## config.mk

```make
export PLATFORM = sky130hd
export DESIGN_NAME = zjh_cs_arbiter
export DESIGN_NICKNAME = d
export VERILOG_FILES = /design/src/rtl/zjh_cs_arbiter.sv
export SDC_FILE = /design/constraint.sdc
export NUM_CORES = 1
export LEC_CHECK = 0
export ABC_CLOCK_PERIOD_IN_PS = 3700
export CAP_MARGIN = 20
export CORE_AREA = 2 2 78 80
export CTS_CLUSTER_DIAMETER = 100
export DETAILED_ROUTE_END_ITERATION = 7
export DIE_AREA = 0 0 80 82
export GPL_TIMING_DRIVEN = 1
export SYNTH_ARGS = -nofsm -noshare
export SYNTH_HDL_FRONTEND = slang
export SYNTH_SLANG_ARGS = --single-unit
```

## constraint.sdc

```tcl
create_clock -name clk -period 3.7 [get_ports clk]
set_clock_uncertainty 0.05 [all_clocks]
set_input_delay 0.925 -clock clk [delete_from_list [all_inputs] [get_ports clk]]
set_output_delay 0.925 -clock clk [all_outputs]
set_load 0.03 [all_outputs]
```

## src/rtl/zjh_cs_arbiter.sv

```systemverilog
// Round-robin chip-select arbiter driving the E/A inputs of a 3-to-8 active-low decoder.
// One grant at a time, each bounded by HOLD_MAX cycles and followed by a GAP_CYC guard gap.
module zjh_cs_arbiter #(
  parameter int HOLD_MAX = 16,
  parameter int GAP_CYC  = 2
) (
  input  logic       clk,
  input  logic       rst,
  input  logic       en,
  input  logic [7:0] req,
  output logic [2:0] E,
  output logic [2:0] A,
  output logic [7:0] grant,
  output logic       busy,
  output logic       timeout
);

  localparam logic [2:0] E_ON  = 3'b100;
  localparam logic [2:0] E_OFF = 3'b011;

  typedef enum logic [1:0] {
    IDLE   = 2'd0,
    ACTIVE = 2'd1,
    GAP    = 2'd2
  } state_t;

  state_t     state, state_nxt;
  logic [2:0] last, last_nxt;
  logic [2:0] e_nxt, a_nxt;
  logic [7:0] grant_nxt;
  logic       busy_nxt, timeout_nxt;
  logic [7:0] hold_cnt, hold_nxt;
  logic [7:0] gap_cnt, gap_nxt;
  logic [2:0] pick, cand;
  logic       hold_limit;

  assign hold_limit = (hold_cnt == 8'(HOLD_MAX - 1));

  // Scan downward from last+8 to last+1 so the nearest requester after last wins.
  always_comb begin
    pick = last;
    cand = last;
    for (int k = 8; k >= 1; k--) begin
      cand = last + 3'(k);
      if (req[cand]) pick = cand;
    end
  end

  always_comb begin
    state_nxt   = state;
    e_nxt       = E;
    a_nxt       = A;
    grant_nxt   = grant;
    busy_nxt    = busy;
    timeout_nxt = 1'b0;
    last_nxt    = last;
    hold_nxt    = hold_cnt;
    gap_nxt     = gap_cnt;
    case (state)
      IDLE: begin
        if (en && (req != 8'd0)) begin
          state_nxt = ACTIVE;
          e_nxt     = E_ON;
          a_nxt     = pick;
          grant_nxt = 8'd1 << pick;
          busy_nxt  = 1'b1;
          last_nxt  = pick;
          hold_nxt  = 8'd0;
        end
      end
      ACTIVE: begin
        if (!req[A] || !en || hold_limit) begin
          state_nxt   = GAP;
          e_nxt       = E_OFF;
          grant_nxt   = 8'd0;
          gap_nxt     = 8'd0;
          // A release or disable on the limit cycle is not a timeout.
          timeout_nxt = hold_limit && req[A] && en;
        end else begin
          hold_nxt = hold_cnt + 8'd1;
        end
      end
      GAP: begin
        if (gap_cnt == 8'(GAP_CYC - 1)) begin
          state_nxt = IDLE;
          busy_nxt  = 1'b0;
        end else begin
          gap_nxt = gap_cnt + 8'd1;
        end
      end
      default: state_nxt = IDLE;
    endcase
  end

  always_ff @(posedge clk) begin
    if (rst) begin
      state    <= IDLE;
      E        <= E_OFF;
      A        <= 3'd0;
      grant    <= 8'd0;
      busy     <= 1'b0;
      timeout  <= 1'b0;
      last     <= 3'd7;
      hold_cnt <= 8'd0;
      gap_cnt  <= 8'd0;
    end else begin
      state    <= state_nxt;
      E        <= e_nxt;
      A        <= a_nxt;
      grant    <= grant_nxt;
      busy     <= busy_nxt;
      timeout  <= timeout_nxt;
      last     <= last_nxt;
      hold_cnt <= hold_nxt;
      gap_cnt  <= gap_nxt;
    end
  end

endmodule

```

# [Yosys cells after proc, flatten, opt, wreduce, memory -nomap -nowiden]
# Cells that the tools add are included.
[word_totals] regBits=37 inputBits=11 output_inout_bits=16 word_cells=98
[classes] add_sub_neg=9 order_cmp=8 eq_ne=9 shifts=1 n_mux=41 bitwise=2 reduce_logical=19
[ops] op="8-bit case mux with 2 select lines" n=3
[ops] op="8-bit two-way mux" n=5
[ops] op="3-bit by 4-bit less-than comparator with 1-bit output, second input constant" n=8
[ops] op="3-bit two-way mux" n=9
[ops] op="1-bit binary-select mux with 3-bit select" n=8
[ops] op="8-bit by 1-bit adder with 8-bit output, second input constant" n=2
[ops] op="3-bit AND reduction" n=5
[ops] op="3-bit adder, second input constant" n=4
[ops] op="1-bit two-way mux" n=10
[ops] op="2-bit inequality test, second input constant" n=5
[ops] op="8-bit by 1-bit equality test with 1-bit output, second input constant" n=1
[ops] op="8-bit by 4-bit equality test with 1-bit output, second input constant" n=1
[ops] op="8-bit nonzero test" n=1
[ops] op="1-bit by 3-bit left shift with 8-bit output, first input constant" n=1
[ops] op="3-bit by 2-bit adder with 3-bit output, second input constant" n=2
[ops] op="2-bit two-way mux" n=3
[ops] op="2-bit case mux with 3 select lines" n=1
[ops] op="3-bit case mux with 2 select lines" n=1
[ops] op="2-bit nonzero test" n=3
[ops] op="3-bit by 1-bit adder with 3-bit output, second input constant" n=1
[ops] op="1-bit logical AND" n=3
[ops] op="3-bit OR reduction" n=1
[ops] op="2-bit by 1-bit equality test with 1-bit output, second input constant" n=1
[ops] op="2-bit equality test, second input constant" n=1
[ops] op="6 further kinds" n=9

# [Logic depth before layout (Yosys ltp)]
# Gate-level depths: netlist of run 1.
[logic_depth] ltp_word=13 ltp_mapped=12 ltp_nobuf=9

# [Worst setup path before layout of run 1]
# No wires, ideal clock.
[synth_timing] path_type="reg2reg" startpoint="register last[1]" endpoint="register grant[0]" setup_ns=0.069 arrival_time_ns=3.138 t_required_ns=3.581 slack_ns=0.443 path_stages_with_launch=13 path_buffers=3 period_less_slack_ns=3.257 path_cell_list="dfxtp_1 buf_2 clkinv_1 ha_1 buf_6 clkbuf_1 mux4_2 mux2_2 a311oi_1 nand2_1 o31a_1 or2_1 o21ai_1"
[synth_between] elab_chain_cells=13 elab_cells_between_ends=31 cone_classes="add/sub: 7; shift: 1; mux: 23"
[synth_lines] element="from (decl)" line="28" rtl="logic [2:0] last, last_nxt;"
[synth_lines] element="from (signal assigned)" line="113" rtl="last <= last_nxt;"
[synth_lines] element="3-bit adder" line="44" rtl="cand = last + 3'(k);"
[synth_lines] element="1-bit binary-select mux with 3-bit select" line="45" rtl="if (req[cand]) pick = cand;"
[synth_lines] element="1-bit two-way mux (not written as such)" line="45"
[synth_lines] element="3-bit two-way mux (6 in series)" line="45"
[synth_lines] element="3-bit two-way mux (*)" line="45"
[synth_lines] element="1-bit by 3-bit left shift with 8-bit output (*)" line="65" rtl="grant_nxt = 8'd1 << pick;"
[synth_lines] element="8-bit two-way mux (*)" line="61" rtl="if (en && (req != 8'd0)) begin"
[synth_lines] element="8-bit case mux with 2 select lines (*)" line="59" rtl="case (state)"
[synth_lines] element="to (signal assigned)" line="110" rtl="grant <= grant_nxt;"
[synth_lines] element="to (decl)" line="13" rtl="output logic [7:0] grant,"
# Mark *: on every way between the ends. The rest lies on a longest branch, timed or not. The select of a mux whose other input is x is not followed.
# A chain may end at the register's enable or synchronous reset.

# [Worst setup path in the final report of run 1]
[layout_timing] startpoint="input port req[5]" endpoint="register grant[1]"
[layout_between] elab_chain_cells=12 elab_cells_between_ends=34 cone_classes="eq/ne: 2; shift: 1; mux: 25; reduce/logical: 6"
[layout_lines] element="from (decl)" line="10" rtl="input logic [7:0] req,"
[layout_lines] element="1-bit binary-select mux with 3-bit select" line="45"
[layout_lines] element="1-bit two-way mux (not written as such)" line="45"
[layout_lines] element="3-bit two-way mux (7 in series)" line="45"
[layout_lines] element="1-bit by 3-bit left shift with 8-bit output" line="65"
[layout_lines] element="8-bit two-way mux" line="61"
[layout_lines] element="8-bit case mux with 2 select lines" line="59"
# Several ways; a longest one is shown, not always the timed one. The select of a mux whose other input is x is not followed.

==> impl_summary.md, run 1 <==
Critical path
The critical path's slowest cell is sky130_fd_sc_hd__mux4_2. The launch instance of the worst register-to-register path is last[0]. For the worst setup path, the data required time is 3840 ps.

The kind of critical path is in2reg. The nature of the critical path endpoint is a register. The start point of the critical path is req[5]. Traced cell by cell, the critical path runs through clkdlybuf4s50_1 > mux4_2 > mux2_2 > a2111o_1 > a311oi_1 > o31a_1 > nand2b_1 > o21ai_1.

Of all nets on the critical path, the largest fanout is 10. The worst setup path is launched from an input port. For the worst setup path, the data arrival time is 3490 ps. The stage delay of the slowest cell on the critical path is 580 ps.

Floorplan
The initialized floorplan defines 28 standard-cell rows. The floorplan step defined a die boundary enclosing 6560 um^2. In this run the horizontal extent of the chip is 80 um. 27 I/O pins were placed. The placeable core region is 5750 um^2. From bottom edge to top edge, the die measures 82 um. For this configuration, the core starts out at a cell density of 0.431.

Synthesis
The cell area after synthesis is 2480 um^2. The xor and xnor fraction of the mapped netlist area is 0.0601. The average cell area after synthesis is 8.94 um^2. The simple-gate area share of the yosys netlist is 0.189.

The post-synthesis register bit count is 36. The net count after synthesis is 293. The largest family of logic cells by synthesized area is multiplexers. By area the synthesized netlist is led by sky130_fd_sc_hd__dfxtp_1 (29%), sky130_fd_sc_hd__mux4_2 (11%), sky130_fd_sc_hd__mux2_2 (8.2%), sky130_fd_sc_hd__xor2_1 (4.6%), sky130_fd_sc_hd__nand2_1 (4.4%).

The post-synthesis share of cell area spent on full adders, half adders and majority gates is 0.0253. After technology mapping, the gate count stands at 277. The fraction of synthesis flops using an asynchronous set or reset pin is 0. The count of unique library cells instantiated by Yosys is 49.

Summed over all instances, the cell type with the most area after synthesis is sky130_fd_sc_hd__dfxtp_1. The share of the Yosys chip area taken by registers is 0.291. The compound-gate portion of the synthesized area came to 0.154. The Yosys warning count is 0. The most common flop cell mapped by yosys is sky130_fd_sc_hd__dfxtp_1. The multiplexer share of the synthesized area is 0.237. The share of synthesized area in the top cell type comes to 0.291. The synthesized design contains 0 enable-type register cells.

Placed design
Once placement completed, the tool counted placed cells totaling 371. The total placed instance area is 2810 um^2. The detailed placement HPWL is 4060 um. The routability-driven placement congestion ratio is 0.892.

The setup slack at placement is 77.3 ps. The number of buffers added on ports is 26.

Timing
Summed over all failing endpoints, the final setup total negative slack is 0 ps. Dividing the final minimum period by the clock period gives 0.905. In this run the tightest slew margin relative to its limit is 0.501. The clock period minus worst slack is 3350 ps. Setup violations remaining at the end of the flow were counted as 0.

The post-layout worst setup margin is 351 ps. The transition time at the pin with the least slew margin is 747 ps. The count of final max-slew check failures is 0.

Setup repair after global routing left no endpoint under its margin. The final count of hold timing violations is 0. The upper clock frequency limit is 299 MHz.

Routing
The overall via count from detail_route is 2085. The per-cell routed wire length is 14.2 um. The total wire length after detailed routing is 5390 um.

Dividing the detail-routed via count by the number of cells gives 5.50. The first-pass iteration count of the detailed router is 4. The starting DRC count in detailed routing is 148. Once detail routing completed, the nets flagged for antenna violations numbered 0. For this run, design rule violations remaining after detail routing come to 0.

Power
The power per cell area is 848 nW/um^2. The worst-case IR drop observed on VDD is 0.000355 V. In this run the static leakage power is 1.09 nW.

CTS
At the later pin of the worst-skew pair, clock insertion delay measures 290 ps. No sink is reached through more buffers than the 2 on the longest clock path. The clock buffer count from CTS is 5. The tree built by TritonCTS fans out to 36 sinks. The total setup buffers inserted after CTS is 0.

The count of cells resized by post-cts repair is 0. For this design, the CTS-stage hold fixing added 0 buffers. The clock tree from TritonCTS is yes.

In this run the number of H-tree levels came out at 2. The cell at the root of the clock tree is sky130_fd_sc_hd__clkbuf_8. After clock tree synthesis, the clock-pin slew on the worst setup and hold paths is 80 ps.

Global routing
The first global-routing pass estimated 9240 um of wire. The remaining global-route overflow is 0. The via count of the first global-routing pass is 1921. The overall global routing resource usage is 0.179. The pin count of the biggest net entering global routing is 21. The number of antenna violations at the first check in global routing is 0.

Finish
The number of standard cells in the final layout excluding fillers is 379. The layout has 547 filler cells. The fraction of layout cells with a size suffix above 1 is 0.164. Leaving out fill and tap cells, the most frequent cells in the layout are sky130_fd_sc_hd__dfxtp_1 (36), sky130_fd_sc_hd__nor2_1 (29), sky130_fd_sc_hd__nand2_1 (29), sky130_fd_sc_hd__clkdlybuf4s50_1 (26), sky130_fd_sc_hd__mux2_2 (18). Once layout is done, the placed cells without fillers occupy 2910 um^2. The area overhead of the layout relative to synthesis is 17.4%. The utilization after layout is 0.506. The commonest non-fill, non-tap cell in the layout is sky130_fd_sc_hd__dfxtp_1. 0 antenna diodes ended up in the layout. The final layout net count is 319.

Hold path
The source of the worst hold timing path is grant[2]. The class of the worst hold path is reg2reg.

Status
The run finished with clean final reports.

Flow run
The number of max-cap violations is 0.
[Yosys cell counts (all sizes together) (3+ instances only)]
cell type	n
a211oi	5
a21oi	13
a22o	4
and3	4
buf	6
clkbuf	8
dfxtp	36
ha	5
inv	9
mux2	22
mux2i	7
mux4	12
nand2	29
nand2b	10
nand3	6
nand4	4
nor2	29
nor3	3
nor4	5
o21ai	15
o21bai	3
xnor2	4
xor2	13
[cell type report]
class	count	area, um^2	share of cell area
Tap cell	75	93.8	0.0323
Timing Repair Buffer	33	313	0.108
Clock buffer	6	82.6	0.0284
Inverter	10	37.5	0.0129
Sequential cell	36	721	0.248
Clock inverter	2	13.8	0.00473
Multi-Input combinational cell	217	1650	0.566
[final timing paths]
| check | to | slack (ps) | cells after the start |
|---|---|---|---|
| setup / recovery | grant[1] | 350 | 8 |
| setup reg to reg | grant[0] | 430 | 9 |
| hold / removal | grant[2] | 400 | 2 |
| hold reg to reg | grant[2] | 400 | 2 |
[critical path: cells and delay by family]
family / cells / cell delay, ps
AND/OR/NAND/NOR: 1 / 160
AO/OA/AOI/OAI: 4 / 910
multiplexers: 2 / 910
buffers and inverters: 1 / 570
[through the flow]
| step | total power [mW] | hold WS [ps] |
|---|---|---|
| after CTS | 2.48 | 404 |
| final | 2.47 | 401 |
| after floorplan | 1.80 | 427 |
| after detailed placement | 2.18 | 393 |
| after global routing | 2.66 | 429 |
| after global placement | 2.18 | 393 |
[per-layer routing]
metal	track usage	wire (um)	vias up
met5	0	0	-
met3	0.0341	158	6
met4	0.0424	56	0
met2	0.286	2600	29
met1	0.250	2570	987
li1	-	-	1063
[sequential cells by signal, indices dropped and copies added, names as in the netlist]
signal and count:
state 2, E 2, grant 8, hold_cnt 8, gap_cnt 8, timeout 1
last 3, A 3, busy 1
[where the power goes]
part           switching, mW  leakage [nW]  internal, mW  total (mW)
logic                  0.872         0.742         0.784        1.66
clock network          0.143        0.0516         0.152       0.295
registers             0.0623         0.293         0.455       0.517
[logic make-up after synthesis]
| kind of cell | count (synthesis) |
|---|---|
| buf+inv | 24 |
| xor+xnor | 17 |
| fa+ha+maj | 5 |
| compound gates | 56 |
| mux | 41 |
| flops | 36 |
| simple gates | 98 |
Note: power is estimated with default switching activity, not from simulation.
==> run 2: changes to the inputs <==
--- a/config.mk
+++ b/config.mk
@@ -5,13 +5,16 @@
 export SDC_FILE = /design/constraint.sdc
 export NUM_CORES = 1
 export LEC_CHECK = 0
+export ABC_AREA = 1
 export ABC_CLOCK_PERIOD_IN_PS = 3700
 export CAP_MARGIN = 20
-export CORE_AREA = 2 2 78 80
+export CORE_AREA = 2 2 76 78
 export CTS_CLUSTER_DIAMETER = 100
 export DETAILED_ROUTE_END_ITERATION = 7
-export DIE_AREA = 0 0 80 82
+export DIE_AREA = 0 0 78 80
 export GPL_TIMING_DRIVEN = 1
+export PLACE_DENSITY = 0.65
+export SKIP_LAST_GASP = 1
 export SYNTH_ARGS = -nofsm -noshare
 export SYNTH_HDL_FRONTEND = slang
 export SYNTH_SLANG_ARGS = --single-unit
==> run 2 against run 1 <==
Effect of this change: clock power is essentially flat; cell area shrank 5.1%; sequential share of layout area grew 1.3 points; cell count grew 21%; routed wire length shrank 2.7%; flip-flop and latch count is the same; utilization grew 0.46 points; global-route usage shrank 0.39 points; synthesized cell count grew 31%.
==> impl_summary.md, run 2 <==
CTS
The clock-pin slew on the worst setup and hold paths was 70 ps (was 80 ps). The number of buffers inserted by hold repair at cts was 0 (unchanged). The cell at the root of the clock tree is sky130_fd_sc_hd__clkbuf_8 (unchanged).

The insertion delay of the later-clocked pin in the worst-skew pair was 290 ps (about the same). The maximum level of the CTS H-tree was 2 (unchanged). The count of cells resized by post-cts repair is 0 (unchanged). The total setup buffers inserted after CTS is 0 (unchanged). The clock sink count was 36 (unchanged). The clock buffer count from CTS came to 5 (unchanged).

The maximum number of buffers from clock root to sink is 2 (unchanged). The clock tree from TritonCTS is yes (unchanged).

Finish
The utilization after layout is 0.511 (was 0.506). The fraction of layout cells with a size suffix above 1 is 0.121 (was 0.164). The commonest non-fill, non-tap cell in the layout is sky130_fd_sc_hd__nand2_1 (was sky130_fd_sc_hd__dfxtp_1). The area overhead of the layout relative to synthesis is 16.2% (was 17.4%). The antenna diode instance count is 0 (unchanged).

Registers with the most flip-flops: gap_cnt (8), grant (8), hold_cnt (8) (unchanged). The final layout net count came to 403 (was 319). Most frequent cells in the layout: sky130_fd_sc_hd__nand2_1 (94), sky130_fd_sc_hd__dfxtp_1 (36), sky130_fd_sc_hd__inv_1 (36), sky130_fd_sc_hd__nor2_1 (36), sky130_fd_sc_hd__nand3_1 (34) (was sky130_fd_sc_hd__dfxtp_1 (36), sky130_fd_sc_hd__nor2_1 (29), sky130_fd_sc_hd__nand2_1 (29), sky130_fd_sc_hd__clkdlybuf4s50_1 (26), sky130_fd_sc_hd__mux2_2 (18)).

Placed design
The routability-driven placement congestion ratio is 0.830 (was 0.892). The number of buffers added on ports is 26 (unchanged). The detailed placement HPWL is 4080 um (was 4060 um).

Synthesis
The top cell type by total area after synthesis is sky130_fd_sc_hd__dfxtp_1 (unchanged). The cell area after synthesis is 2380 um^2 (was 2480 um^2). The fraction of synthesis flops using an asynchronous set or reset pin is 0 (unchanged). The count of unique library cells instantiated by Yosys is 37 (was 49). The net count after synthesis is 378 (was 293). The fraction of the yosys area taken by sequential cells is 0.303 (was 0.291). The fraction of post-synthesis cell area in the top cell type by area is 0.303 (was 0.291). The most common cell in the synthesized netlist is sky130_fd_sc_hd__nand2_1 (was sky130_fd_sc_hd__dfxtp_1). The average cell area after synthesis came to 6.57 um^2 (was 8.94 um^2).

The post-synthesis register bit count is 36 (unchanged). Leading post-synthesis cells by instance count: sky130_fd_sc_hd__nand2_1 (94), sky130_fd_sc_hd__dfxtp_1 (36), sky130_fd_sc_hd__inv_1 (36), sky130_fd_sc_hd__nor2_1 (36), sky130_fd_sc_hd__nand3_1 (34) (was sky130_fd_sc_hd__dfxtp_1 (36), sky130_fd_sc_hd__nand2_1 (29), sky130_fd_sc_hd__nor2_1 (29), sky130_fd_sc_hd__mux2_2 (18)). The post-synthesis cell count came to 362 (was 277). The number of enable flip-flop cells after synthesis is 0 (unchanged). The Yosys warning count came to 0 (unchanged).

The most common flop cell mapped by yosys is sky130_fd_sc_hd__dfxtp_1 (unchanged). Main area contributors after synthesis: sky130_fd_sc_hd__dfxtp_1 (30%), sky130_fd_sc_hd__nand2_1 (15%), sky130_fd_sc_hd__nand3_1 (7.2%), sky130_fd_sc_hd__a21oi_1 (6.3%), sky130_fd_sc_hd__inv_1 (5.7%) (was sky130_fd_sc_hd__dfxtp_1 (29%), sky130_fd_sc_hd__mux4_2 (11%), sky130_fd_sc_hd__mux2_2 (8.2%), sky130_fd_sc_hd__xor2_1 (4.6%), sky130_fd_sc_hd__nand2_1 (4.4%)).

Floorplan
The number of primary I/O pins is 27 (unchanged). The placeable core region is 5410 um^2 (was 5750 um^2). The die outline height is 80 um (was 82 um).

The number of rows in the core area came to 27 (was 28). The die area is 6240 um^2 (was 6560 um^2). The starting density of the core is 0.440 (was 0.431). The width of the die is 78 um (was 80 um).

Critical path
The count of cells along the worst register-to-register path came to 19 (was 9). The required time of the worst setup path was 3830 ps (was 3840 ps). The startpoint kind of the worst setup timing path is an input port (unchanged). The capture point of the worst reg-to-reg path is grant[6] (was grant[0]). The flop-to-flop setup slack is 1010 ps (was 430 ps). The worst path arrival time is 2910 ps (was 3490 ps). The nature of the critical path endpoint is a register (unchanged). The critical path endpoint is hold_cnt[2] (was grant[1]).

The launch instance of the worst register-to-register path is last[0] (unchanged). The maximum fanout along the worst path is 9 (was 10). The kind of critical path was in2reg (unchanged).

The start point of the critical path is req[6] (was req[5]).

Global routing
The via count of the first global-routing pass is 2109 (was 1921). The remaining global-route overflow is 0 (unchanged). The pin count of the biggest net entering global routing came to 26 (was 21). The first-pass GRT wire length is 8940 um (was 9240 um). The overall global routing resource usage is 0.175 (was 0.179).

The number of antenna violations at the first check in global routing came to 0 (unchanged).

Routing
The number of design rule violations left after detail routing is 0 (unchanged). The first-pass iteration count of the detailed router came to 4 (unchanged). The detailed-route vias per instance is 4.91 (was 5.50). The per-cell routed wire length is 11.4 um (was 14.2 um). The total wire length after detailed routing was 5250 um (was 5390 um).

The overall via count from detail_route was 2260 (was 2085). The starting DRC count in detailed routing is 119 (was 148). The post-route antenna net violation count is 0 (unchanged).

Hold path
The class of the worst hold path is reg2reg (unchanged). The source of the worst hold timing path is E[2] (was grant[2]).

Power
The power per cell area came to 1000 nW/um^2 (was 848 nW/um^2). The reported leakage power came to 1.15 nW (was 1.09 nW). The maximum vdd drop is 0.000451 V (was 0.000355 V).

Flow run
The number of max-cap violations is 0 (unchanged).

Timing
The final count of hold timing violations was 0 (unchanged). The final critical-path share of the clock period is 0.751 (was 0.905). The count of final max-slew check failures was 0 (unchanged). The final-report setup violation count is 0 (unchanged).

The transition time at the pin with the least slew margin is 421 ps (was 747 ps). The clock period minus worst slack is 2780 ps (was 3350 ps). The upper clock frequency limit is 360 MHz (was 299 MHz).

The final-layout setup total negative slack is 0 ps (unchanged). RSZ-0062 raised after global routing: false (unchanged). The relative slew slack is 0.719 (was 0.501).

Status
Outcome: finished, final reports clean (unchanged).
[run 2: metrics by stage]
step                instances  cell area (um^2)  power (mW)  hold slack [ps]  worst slack [ps]
global placement          452              2670        2.48              418               659
CTS                       460              2760        2.79              430               925
detailed placement        452              2670        2.49              420               607
global route              460              2760        3.09              443               691
finish                    460              2760        2.77              424               921
floorplan                 362              2380        2.12              406              1370
[run 2: metal layers]
| metal | up-vias | global-route usage | routed length, um |
|---|---|---|---|
| met5 | - | 0 | 0 |
| met1 | 1013 | 0.214 | 2470 |
| li1 | 1215 | - | - |
| met2 | 26 | 0.306 | 2570 |
| met4 | 0 | 0.0579 | 65 |
| met3 | 6 | 0.0362 | 142 |
[run 2: worst min-delay path by stage]
| stage | end | depth (start not counted) | slack, ps |
|---|---|---|---|
| after CTS | grant[0] | 2 | 430 |
| after floorplan | hold_cnt[1] | 2 | 410 |
| after global placement | E[2] | 2 | 420 |
| after global routing | E[2] | 2 | 440 |
| after detailed placement | grant[0] | 2 | 420 |
| final | E[2] | 2 | 420 |
[run 2: worst max-delay path, stage by stage]
cell and delay (ps):
sky130_fd_sc_hd__clkdlybuf4s50_1 570, sky130_fd_sc_hd__o21ai_0 100, sky130_fd_sc_hd__o211ai_1 180, sky130_fd_sc_hd__nand4_1 190, sky130_fd_sc_hd__nor2_4 200, sky130_fd_sc_hd__inv_4 80, sky130_fd_sc_hd__nand2_8 100, sky130_fd_sc_hd__nor2_8 60
sky130_fd_sc_hd__nor2_4 200, sky130_fd_sc_hd__inv_2 110, sky130_fd_sc_hd__a21oi_1 140, sky130_fd_sc_hd__nor2_1 50
[run 2: cells by family (layout without fill, tap and decap cells)]
| logic type | Yosys count | after routing | share of synthesized area |
|---|---|---|---|
| xor+xnor | 5 | 5 | 0.0184 |
| compound gates | 55 | 55 | 0.131 |
| buf+inv | 57 | 83 | 0.106 |
| simple gates | 204 | 204 | 0.415 |
| fa+ha+maj | 5 | 5 | 0.0263 |
| flops | 36 | 36 | 0.303 |
[run 2: cell type report]
type	count	area, um^2
fillers	568	2640
clock inverters	1	7.51
well taps	72	90.1
repair buffers	27	268
multi-input cells	269	1400
flip-flops and latches	36	721
inverters	48	185
clock buffers	7	86.3
[run 2: report_power, final]
part           switching, mW  internal (mW)
Combinational           1.26          0.642
Sequential            0.0977          0.479
Clock                  0.142          0.151
